===== src/rtl/batch_cost_accumulator_pkg.sv =====
// cost_pkg: shared batch-sequencer state encoding and cost datapath constants
package cost_pkg;
  typedef enum logic [2:0] {IDLE, WAIT_SAMPLE, LAUNCH, WAIT_CALC, ACCUM, DONE} batch_state_e;
  localparam int COST_WIDTH = 8;
  localparam int LABEL_COUNT = 10;
endpackage


===== src/rtl/flex_counter.sv =====
// flex_counter: clearable up-counter that wraps to 1 after reaching rollover_val
module flex_counter #(
  parameter int WIDTH = 7
) (
  input  logic             clk,
  input  logic             n_rst,
  input  logic             clear,
  input  logic             count_enable,
  input  logic [WIDTH-1:0] rollover_val,
  output logic [WIDTH-1:0] count_out
);
  logic [WIDTH-1:0] count_q, count_d;
  always_comb count_d = clear ? '0 : !count_enable ? count_q : (count_q == rollover_val) ? WIDTH'(1) : count_q + 1'b1;
  always_ff @(posedge clk or negedge n_rst)
    if (!n_rst) count_q <= '0;
    else count_q <= count_d;
  assign count_out = count_q;
endmodule


===== src/rtl/batch_cost_accumulator.sv =====
// batch_cost_accumulator: sequences samples through the cost calculator and emits the batch mean cost
module batch_cost_accumulator
  import cost_pkg::*;
#(
  parameter int BATCH_LOG2     = 4,
  parameter int TIMEOUT_CYCLES = 127
) (
  input  logic                         clk,
  input  logic                         n_rst,
  input  logic                         batch_start,
  input  logic                         sample_valid,
  output logic                         sample_ready,
  output logic                         cost_en,
  input  logic                         calculation_complete,
  input  logic [COST_WIDTH-1:0]        cost_output,
  output logic                         busy,
  output logic [BATCH_LOG2:0]          sample_count,
  output logic [COST_WIDTH+BATCH_LOG2-1:0] batch_sum,
  output logic [COST_WIDTH-1:0]        batch_cost,
  output logic                         batch_done,
  output logic                         timeout_err
);
  localparam int SUM_WIDTH = COST_WIDTH + BATCH_LOG2;
  localparam int CW = BATCH_LOG2 + 1;
  batch_state_e state_q, state_d;
  logic [CW-1:0] count_q, count_d;
  logic [SUM_WIDTH-1:0] sum_q, sum_d;
  logic [COST_WIDTH-1:0] capture_q, capture_d, cost_q, cost_d;
  logic timeout_q, timeout_d, done_q, done_d;
  logic [6:0] wd_count;
  logic wd_expired;
  flex_counter #(.WIDTH(7)) u_watchdog (
    .clk          (clk),
    .n_rst        (n_rst),
    .clear        (state_q == LAUNCH),
    .count_enable (state_q == WAIT_CALC),
    .rollover_val (7'(TIMEOUT_CYCLES)),
    .count_out    (wd_count)
  );
  assign wd_expired = wd_count == 7'(TIMEOUT_CYCLES - 1);
  always_comb begin
    state_d   = state_q;
    count_d   = count_q;
    sum_d     = sum_q;
    capture_d = capture_q;
    cost_d    = cost_q;
    timeout_d = timeout_q;
    done_d    = 1'b0;
    if (batch_start) begin
      state_d   = WAIT_SAMPLE;
      count_d   = '0;
      sum_d     = '0;
      timeout_d = 1'b0;
    end else begin
      case (state_q)
        WAIT_SAMPLE: state_d = sample_valid ? LAUNCH : WAIT_SAMPLE;
        LAUNCH:      state_d = WAIT_CALC;
        WAIT_CALC: begin
          if (calculation_complete) begin
            capture_d = cost_output;
            state_d   = ACCUM;
          end else if (wd_expired) begin
            timeout_d = 1'b1;
            state_d   = IDLE;
          end
        end
        ACCUM: begin
          sum_d   = sum_q + SUM_WIDTH'(capture_q);
          count_d = count_q + 1'b1;
          state_d = (count_d == CW'(2 ** BATCH_LOG2)) ? DONE : WAIT_SAMPLE;
        end
        DONE: begin
          cost_d  = COST_WIDTH'(sum_q >> BATCH_LOG2);
          done_d  = 1'b1;
          state_d = IDLE;
        end
        default: state_d = state_q;
      endcase
    end
  end
  always_ff @(posedge clk or negedge n_rst)
    if (!n_rst) begin
      state_q   <= IDLE;
      count_q   <= '0;
      sum_q     <= '0;
      capture_q <= '0;
      cost_q    <= '0;
      timeout_q <= 1'b0;
      done_q    <= 1'b0;
    end else begin
      state_q   <= state_d;
      count_q   <= count_d;
      sum_q     <= sum_d;
      capture_q <= capture_d;
      cost_q    <= cost_d;
      timeout_q <= timeout_d;
      done_q    <= done_d;
    end
  assign sample_ready = state_q == WAIT_SAMPLE;
  assign cost_en      = state_q == LAUNCH;
  assign busy         = state_q != IDLE;
  assign sample_count = count_q;
  assign batch_sum    = sum_q;
  assign batch_cost   = cost_q;
  assign batch_done   = done_q;
  assign timeout_err  = timeout_q;
endmodule


===== config.mk =====
export PLATFORM = sky130hd
export DESIGN_NAME = batch_cost_accumulator
export DESIGN_NICKNAME = d
export VERILOG_FILES = /design/src/rtl/batch_cost_accumulator_pkg.sv /design/src/rtl/flex_counter.sv /design/src/rtl/batch_cost_accumulator.sv
export SDC_FILE = /design/constraint.sdc
export NUM_CORES = 1
export LEC_CHECK = 0
export BUFFER_PORTS_ARGS = -buffer_cell sky130_fd_sc_hd__clkbuf_2
export CORE_AREA = 2 2 96 98
export DETAILED_ROUTE_END_ITERATION = 6
export DIE_AREA = 0 0 98 100
export PLACE_DENSITY = 0.45
export SKIP_CTS_REPAIR_TIMING = 1
export SYNTH_ARGS = -nofsm -noshare
export SYNTH_HDL_FRONTEND = slang
export SYNTH_HIERARCHICAL = 1
export SYNTH_SLANG_ARGS = --single-unit
export TNS_END_PERCENT = 30

===== constraint.sdc =====
create_clock -name clk -period 2.5 [get_ports clk]
set_input_delay 0.375 -clock clk [delete_from_list [all_inputs] [get_ports clk]]
set_output_delay 0.375 -clock clk [all_outputs]
set_load 0.02 [all_outputs]

==> impl_metrics.ini, run 1 <==
[sta]
setup-violations-final = 0
fmax_ghz = 0.454
fin_setup_tns_ns = 0
drv_slew = 0
min_period_ns = 2.20
hold_viol = 0
fin_crit_sh_pct = 88.1
skew_ns = 0.00458
rsz0062_at_grt = false

[finish]
area_growth_pct = 18.5
multi_input_area_mm2 = 0.00141
final_area_mm2 = 0.00306
final_nets = 320
drive_gt1_share_pct = 27.0
fin_cells = 407
seqCellArea_mm2 = 0.00113
final_common_cell = dfrtp_1
fillers = 929
antenna_cells = 0
mostFrequentLayoutCells = dfrtp_1 (45), clkbuf_2 (42), nor2_1 (20)

[yosys]
synth_seq_cells = 45
synth-compound-area-share_pct = 13.9
syn_inst = 245
yosys.area_share.simple_pct = 17.7
synth_fa_ha_area_share_pct = 6.11
synth_area_mm2 = 0.00258
synth.distinct_cells = 49
seq_area_frac_synth_pct = 43.6
synth_xor_area_share_pct = 6.45
synthMuxAreaShare_pct = 9.17
synth_ff_type = dfrtp_1
synth_edf_count = 0
avgSynthCellArea_um2 = 10.5
synthArstFlopShare_pct = 100
yosys_warnings = 6
synth_top_family_by_area = simple AND/OR/NAND/NOR gates

[critical_path]
critPathRequiredTime_ns = 2.68
end_kind = flip-flop
slowest_stage = dfrtp_1
start_kind = flip-flop
r2r_start = batch_sum[0]$_DFFE_PN0P_
critPathTopFamily = compound AO/OA/AOI/OAI gates
cp_cell_sequence = ha_1 -> fa_1 -> a21o_1 -> a221oi_2 -> o31ai_1 -> mux2_1
path_class = reg2reg
crit_fanout = 3
critPathBufInv = 0
r2r_slack_ns = 0.30
rr_endpoint = batch_sum[8]$_DFFE_PN0P_
critPathMaxStageDelay_ns = 0.41
cp.arrival_ns = 2.38
r2r.worst_path.cells = 6

[run]
maxCapViolCount = 0

[cts]
htree_num_levels = 2
worstSkewPairLatency_ns = 0.30
cts_buffer_depth = 2
cts_tree = built
cts_root_buffer = clkbuf_8
clkTransAtPathRegs_ns = 0.08
cts.sinks = 45
numCtsBuffers = 5

[run_status]
outcome = complete, no violations

[global_route]
track_usage_pct = 12.3
grt_max_degree = 29
antenna_found_initial = 0
grt_pass1_vias = 1921
grt-ovfl-total = 0
grt_pass1_wl_um = 9710

[route]
drtIter0Drc = 79
drtPass1Iterations = 4
routedWlPerCell_um = 13.8
vias_per_cell = 4.75
finalWirelength_um = 5640
vias = 1933
ant_nets = 0
drc = 0

[placed_design]
hpwl_um = 4050
dpl_cell_area_mm2 = 0.00296
dpl.cell_count = 399
portBuffers = 42
gp_congestion = 0.788

[die]
die_area_mm2 = 0.00980
die_y_um = 100
rows = 35
ios = 43
start_util_pct = 29.0
core-area_mm2 = 0.00889
dieWidth_um = 98

[worst_hold_path]
worstHoldPathType = in2async

[power_and_ir_drop]
max-vdd-ir-drop_v = 0.000247
leakagePower_nw = 1.40
power_density_mw_per_mm2 = 631
==> synth_stat cells (3+ instances only) <==
library cell,n,area share [%]
nand3b_1,3,0.87
o211ai_1,3,0.87
nand3_1,7,1.4
a21o_1,3,0.87
xor2_1,9,3.1
o31ai_1,3,0.87
inv_1,3,0.44
a211oi_1,7,2.0
nand2_1,18,2.6
o21ai_0,6,1.2
nor4bb_1,3,1.2
buf_2,8,1.6
or3_1,3,0.73
xnor2_1,10,3.4
and2_1,3,0.73
nor2_1,20,2.9
dfrtp_1,45,44
mux2_1,6,2.6
nor2b_1,5,1.2
o21a_1,4,1.2
a21oi_1,12,2.3
mux2_2,15,6.5
nand4_1,6,1.5
clkbuf_1,4,0.58
ha_1,11,5.3
==> registers in the layout, indices dropped and copies added (netlist names) <==
| register | flops |
|---|---|
| u_watchdog/count_out | 7 |
| batch_sum | 12 |
| batch_done | 1 |
| sample_count | 5 |
| batch_cost | 8 |
| timeout_err | 1 |
| state_q | 3 |
| capture_q | 8 |
==> per-stage QoR <==
stage,util (%),hold WS (ns),total power [mW],setup WS (ns)
floorplan,-,0.0794,1.32,0.364
global placement,33.2,0.355,1.45,0.351
detailed placement,33.2,0.360,1.45,0.328
CTS,34.4,0.0338,1.97,0.296
global route,34.4,0.0494,2.08,0.206
finish,34.4,0.0189,1.93,0.298
==> where the power goes <==
group | leakage (nW) | switching [mW] | internal (mW)
combinational | 0.748 | 0.240 | 0.235
sequential | 0.599 | 0.118 | 0.834
clock | 0.0542 | 0.250 | 0.250
total | 1.40 | 0.608 | 1.32
==> cell families after synthesis <==
logic type / count (synthesis)
DFF: 45
muxes: 21
and+or+nand+nor: 81
buffers and inverters: 16
adders and majority gates: 12
other: 1
xor gates and xnor gates: 19
AOI/OAI and AO/OA: 50
==> worst max path at each step <==
stage | slack [ns] | from | to | depth (start not counted)
6_report | 0.30 | batch_sum[0]$_DFFE_PN0P_ | batch_sum[8]$_DFFE_PN0P_ | 6
5_1_grt | 0.21 | batch_sum[0]$_DFFE_PN0P_ | batch_sum[8]$_DFFE_PN0P_ | 6
4_1_cts | 0.30 | batch_sum[0]$_DFFE_PN0P_ | batch_sum[8]$_DFFE_PN0P_ | 6
3_5_place_dp | 0.33 | batch_sum[0]$_DFFE_PN0P_ | batch_sum[8]$_DFFE_PN0P_ | 6
3_3_place_gp | 0.35 | batch_sum[0]$_DFFE_PN0P_ | batch_sum[8]$_DFFE_PN0P_ | 6
2_1_floorplan | 0.36 | batch_sum[0]$_DFFE_PN0P_ | batch_sum[10]$_DFFE_PN0P_ | 6
==> final cells by class <==
cell class                 instances  share of cell area, %
multi-input combinational        190                   46.1
sequential                        45                   36.8
timing repair buffer              50                   8.84
tap                              111                   4.54
clock buffer                       7                   3.15
inverter                           3                  0.368
clock inverter                     1                  0.164
==> layer usage <==
metal  up-vias  track usage, %  part of all wire (%)  routed length (um)
met3         4            2.44                   3.1                 172
li1        980               -                     -                   -
met5         -               0                     0                   0
met4         0            3.21                  0.96                  54
met2        28            19.8                    46                2590
met1       921            17.2                    50                2820
No activity file was read; power rests on OpenSTA's default activity.
==> inputs of run 2 (changes only) <==
--- a/config.mk
+++ b/config.mk
@@ -5,10 +5,11 @@
 export SDC_FILE = /design/constraint.sdc
 export NUM_CORES = 1
 export LEC_CHECK = 0
+export ABC_AREA = 1
 export BUFFER_PORTS_ARGS = -buffer_cell sky130_fd_sc_hd__clkbuf_2
-export CORE_AREA = 2 2 96 98
+export CORE_AREA = 2 2 97 99
 export DETAILED_ROUTE_END_ITERATION = 6
-export DIE_AREA = 0 0 98 100
+export DIE_AREA = 0 0 99 101
 export PLACE_DENSITY = 0.45
 export SKIP_CTS_REPAIR_TIMING = 1
 export SYNTH_ARGS = -nofsm -noshare
==> impl_metrics.ini, run 2 <==
[run_status]
outcome = complete, no violations

[sta]
fin_setup_tns_ns = 0
rsz0062_at_grt = false
hold_viol = 0
fmax_ghz = 0.519
fin_crit_sh_pct = 77.1
min_period_ns = 1.93
setup-violations-final = 0
drv_slew = 0
skew_ns = 0.00835

[yosys]
yosys_warnings = 6
synth_top_area_cell = dfrtp_1
yosysTopAreaCellShare_pct = 43.2
synth_seq_cells = 45
synth_area_mm2 = 0.00260
synth.distinct_cells = 35
syn_inst = 324
avgSynthCellArea_um2 = 8.04
synth_ff_type = dfrtp_1
synth_edf_count = 0
synthArstFlopShare_pct = 100
synthTopCellsByCount = nand2_1 (106), dfrtp_1 (45), inv_1 (29), nor2_1 (25), nand3_1 (23)
synth_top_cells_by_area = dfrtp_1 (43%), nand2_1 (15%), ha_1 (5.3%), nand3_1 (4.4%), inv_1 (4.2%)
seq_area_frac_synth_pct = 43.2
synthMostInstantiatedCell = nand2_1

[power_and_ir_drop]
power_density_mw_per_mm2 = 794
max-vdd-ir-drop_v = 0.000318
leakagePower_nw = 1.72

[finish]
final_common_cell = nand2_1
antenna_cells = 0
drive_gt1_share_pct = 20.5
final_nets = 411
fin_util_pct = 34.3
largest_reg_flops = 12
mostFrequentLayoutCells = nand2_1 (106), dfrtp_1 (45), clkbuf_2 (42)
area_growth_pct = 18.1

[route]
drtIter0Drc = 123
vias = 2207
drc = 0
ant_nets = 0
vias_per_cell = 4.44
routedWlPerCell_um = 12.1
drtPass1Iterations = 6
finalWirelength_um = 6000

[global_route]
grt_max_degree = 35
grt-ovfl-total = 0
antenna_found_initial = 0
grt_pass1_vias = 2233
grt_pass1_wl_um = 10300
track_usage_pct = 12.7

[die]
ios = 43
die_y_um = 101
core-area_mm2 = 0.00898
start_util_pct = 29.0
rows = 35
die_area_mm2 = 0.0100
dieWidth_um = 99

[cts]
cts_buffer_depth = 2
cts_tree = built
numCtsBuffers = 5
htree_num_levels = 2
cts.sinks = 45
clkTransAtPathRegs_ns = 0.09
cts_root_buffer = clkbuf_8
worstSkewPairLatency_ns = 0.30

[critical_path]
critPathRequiredTime_ns = 2.12
path_class = reg2out
start_kind = flip-flop
r2r_slack_ns = 0.70
crit_fanout = 5
cp.arrival_ns = 1.55
end_kind = output pin
r2r.worst_path.cells = 9

[worst_hold_path]
worstHoldPathType = in2reg
hold_depth = 2

[run]
maxCapViolCount = 0

[placed_design]
hpwl_um = 4580
portBuffers = 42
gp_congestion = 0.808
run 2: cell types whose count changed in the layout (fill, tap and decap cells not counted), sizes merged, moves of 12 or more:
| cell | delta |
|---|---|
| inv | +32 |
| mux2 | -13 |
| nand2 | +90 |
| nand3 | +18 |
| nor2 | +13 |
| o21ai | +12 |
run 2: layout make-up:
class                      instances  area, um2
clock buffer                       7       86.3
fill                             944       5900
inverter                          35        131
multi-input combinational        255       1370
sequential                        45       1130
tap                              111        139
timing repair buffer              44        228
run 2: routing by layer:
metal  vias up  part of all wire (%)  global-route usage (%)
met5         -                     0                       0
met4         0                   1.9                    4.95
met3        10                   3.6                    2.77
met2        37                    45                    19.9
met1      1006                    49                    17.1
li1       1154                     -                       -
run 2: worst paths after layout:
check	start	to
setup / recovery	state_q[1]$_DFFE_PN0P_	cost_en
hold / removal	cost_output[2]	capture_q[2]$_DFFE_PN0P_
setup reg to reg	state_q[1]$_DFFE_PN0P_	u_watchdog/count_out[2]$_DFFE_PN0P_
hold reg to reg	batch_cost[1]$_DFFE_PN0P_	batch_cost[1]$_DFFE_PN0P_
max in group asynchronous	n_rst	batch_cost[0]$_DFFE_PN0P_
min in group asynchronous	n_rst	state_q[1]$_DFFE_PN0P_
run 2: kinds of logic (layout without fill, tap and decap cells):
logic type | after synthesis | count (layout) | share of synthesized area [%]
other | 1 | 14 | 0.144
buffers and inverters | 37 | 86 | 6.24
xor gates and xnor gates | 8 | 8 | 2.69
AOI/OAI and AO/OA | 42 | 42 | 9.70
muxes | 8 | 8 | 3.46
and+or+nand+nor | 171 | 171 | 28.5
adders and majority gates | 12 | 12 | 6.05
DFF | 45 | 45 | 43.2
run 2: per-stage QoR:
| step | cells | area [um2] | hold WS, ns | setup slack [ns] | total power, mW |
|---|---|---|---|---|---|
| finish | 497 | 3080 | 0.301 | 0.572 | 2.44 |
| global route | 497 | 3080 | 0.297 | 0.459 | 2.67 |
| CTS | 496 | 3070 | -0.0381 | 0.543 | 2.48 |
| detailed placement | 489 | 2980 | 0.284 | 0.697 | 2.00 |
| global placement | 489 | 2980 | 0.284 | 0.716 | 2.00 |
| floorplan | 337 | 2650 | 0.0794 | 0.763 | 1.75 |
run 2: critical path: stages, from the launching register on:
cell and delay, ns:
dfrtp_1 0.40, inv_1 0.11, nor2_1 0.09, inv_1 0.07, nor2_1 0.34, clkbuf_2 0.25
run 2: power breakdown:
group | total (mW) | internal (mW) | switching (mW)
Sequential | 1.06 | 0.890 | 0.169
Clock | 0.462 | 0.220 | 0.242
Combinational | 0.921 | 0.348 | 0.573
Total | 2.44 | 1.46 | 0.984
==> inputs of run 3 (changes only) <==
--- a/config.mk
+++ b/config.mk
@@ -5,12 +5,12 @@
 export SDC_FILE = /design/constraint.sdc
 export NUM_CORES = 1
 export LEC_CHECK = 0
-export ABC_AREA = 1
+export ABC_AREA = 0
 export BUFFER_PORTS_ARGS = -buffer_cell sky130_fd_sc_hd__clkbuf_2
-export CORE_AREA = 2 2 97 99
+export CORE_AREA = 2 2 96 98
 export DETAILED_ROUTE_END_ITERATION = 6
-export DIE_AREA = 0 0 99 101
-export PLACE_DENSITY = 0.45
+export DIE_AREA = 0 0 98 100
+export PLACE_DENSITY = 0.47
 export SKIP_CTS_REPAIR_TIMING = 1
 export SYNTH_ARGS = -nofsm -noshare
 export SYNTH_HDL_FRONTEND = slang
==> constraint.sdc (replaced) <==
create_clock -name clk -period 1.75 [get_ports clk]
set_input_delay 0.2625 -clock clk [delete_from_list [all_inputs] [get_ports clk]]
set_output_delay 0.2625 -clock clk [all_outputs]
set_load 0.02 [all_outputs]
==> impl_metrics.ini, run 3 (same netlist as run 1, synthesis figures left out) <==
[global_route]
grt_pass1_vias = 1957
grt-ovfl-total = 0
grt_pass1_wl_um = 9780
antenna_found_initial = 0
grt_max_degree = 21
track_usage_pct = 12.4

[critical_path]
start_kind = flip-flop
crit_fanout = 3
r2r_slack_ns = -0.27
path_class = reg2reg
rr_endpoint = batch_sum[8]$_DFFE_PN0P_
cp.arrival_ns = 2.21
r2r_start = batch_sum[0]$_DFFE_PN0P_
r2r.worst_path.cells = 6
end_kind = flip-flop
critPathRequiredTime_ns = 1.94

[finish]
mostFrequentLayoutCells = dfrtp_1 (44), clkbuf_2 (42), buf_4 (35)
final_common_cell = dfrtp_1
fin_util_pct = 37.9
antenna_cells = 0
fillers = 906
fin_cells = 435
final_nets = 349
drive_gt1_share_pct = 36.7
area_growth_pct = 30.5
largest_reg_flops = 12

[run_status]
outcome = complete, but fails checks
violations = negative setup slack

[route]
vias = 2054
top_layer_used = met4
finalWirelength_um = 6020
drtIter0Drc = 110
drt-met1-wl_um = 2920
dr_wl_met2_um = 2800
ant_nets = 0
drc = 0
routedWlPerCell_um = 13.8
drtPass1Iterations = 4
vias_per_cell = 4.72
route.met3.wl_um = 231

[die]
ios = 43
core-area_mm2 = 0.00889
rows = 35
die_area_mm2 = 0.00980
die_y_um = 100
start_util_pct = 29.0
dieWidth_um = 98

[worst_hold_path]
hold_depth = 2
hold_end = capture_q[5]$_DFFE_PN0P_
worstHoldStart = cost_output[5]
worstHoldPathType = in2reg

[placed_design]
gp_congestion = 0.775
hpwl_um = 4540
dpl.cell_count = 426
portBuffers = 42
pre_cts_slack_ns = -0.294

[sta]
fin_crit_sh_pct = 115
fin_hold_ws_ns = 0.171
skew_ns = 0.00981
fin_setup_tns_ns = -0.917
hold_viol = 0
fmax_ghz = 0.495
setup-violations-final = 8
drv_slew = 0
fin_ws_ns = -0.269
rsz0062_at_grt = true
min_period_ns = 2.02

[cts]
cts_tree = built
htree_num_levels = 2
cts.sinks = 45
clkTransAtPathRegs_ns = 0.08
cts_buffer_depth = 2
numCtsBuffers = 5
worstSkewPairLatency_ns = 0.30
cts_root_buffer = clkbuf_8

[power_and_ir_drop]
max-vdd-ir-drop_v = 0.000401
power_density_mw_per_mm2 = 847
leakagePower_nw = 1.54

[run]
maxCapViolCount = 0
-- run 3: cell count changes in the layout (fill, tap and decap cells not counted), moves of 6 or more --
| cell | previous run | this run |
|---|---|---|
| buf_4 | 1 | 35 |
| conb_1 | 14 | 7 |
| inv_1 | 29 | 3 |
| inv_2 | 6 | 0 |
| mux2_2 | 8 | 15 |
| nand2_1 | 106 | 18 |
| nand3_1 | 23 | 7 |
| o21ai_0 | 16 | 5 |
| xnor2_1 | 2 | 9 |
-- run 3: cell type report --
type	instances	area, um2	area share [%]
Clock buffer	7	86.3	2.56
Inverter	3	11.3	0.334
Multi-Input combinational cell	190	1510	44.8
Sequential cell	45	1130	33.5
Tap cell	111	139	4.12
Timing Repair Buffer	79	494	14.7
-- run 3: through the flow --
step | power, mW | instance area (um2)
global placement | 2.13 | 3180
global route | 3.06 | 3370
floorplan | 1.90 | 2620
detailed placement | 2.15 | 3180
finish | 2.85 | 3370
CTS | 2.84 | 3270
-- run 3: worst max path at each step --
stage,start,end,slack (ns),cells past startpoint
finish,batch_sum[0]$_DFFE_PN0P_,batch_sum[8]$_DFFE_PN0P_,-0.27,6
global route,batch_sum[0]$_DFFE_PN0P_,batch_sum[8]$_DFFE_PN0P_,-0.35,6
global placement,batch_sum[0]$_DFFE_PN0P_,batch_sum[10]$_DFFE_PN0P_,-0.25,6
CTS,batch_sum[0]$_DFFE_PN0P_,batch_sum[8]$_DFFE_PN0P_,-0.31,6
detailed placement,batch_sum[0]$_DFFE_PN0P_,batch_sum[8]$_DFFE_PN0P_,-0.29,6
floorplan,batch_sum[0]$_DFFE_PN0P_,batch_sum[10]$_DFFE_PN0P_,-0.27,6
-- run 3: metal layers --
layer | global-route usage [%] | up-vias
li1 | - | 1035
met1 | 17.3 | 979
met2 | 19.3 | 33
met3 | 3.06 | 7
met4 | 3.53 | 0
met5 | 0 | -
-- run 3: report_power, final --
part / total [mW] / leakage (nW) / internal, mW / switching, mW
sequential: 1.38 / 0.597 / 1.19 / 0.188
combinational: 0.802 / 0.901 / 0.420 / 0.383
clock: 0.670 / 0.0443 / 0.314 / 0.355
total: 2.85 / 1.54 / 1.93 / 0.927
-- run 3: worst max-delay path, cell delays in order, from the launching register on --
cell and delay, ns:
dfrtp_2 0.43, ha_4 0.17, fa_2 0.34, a21o_1 0.21
a221oi_4 0.33, o31ai_1 0.12, mux2_1 0.32
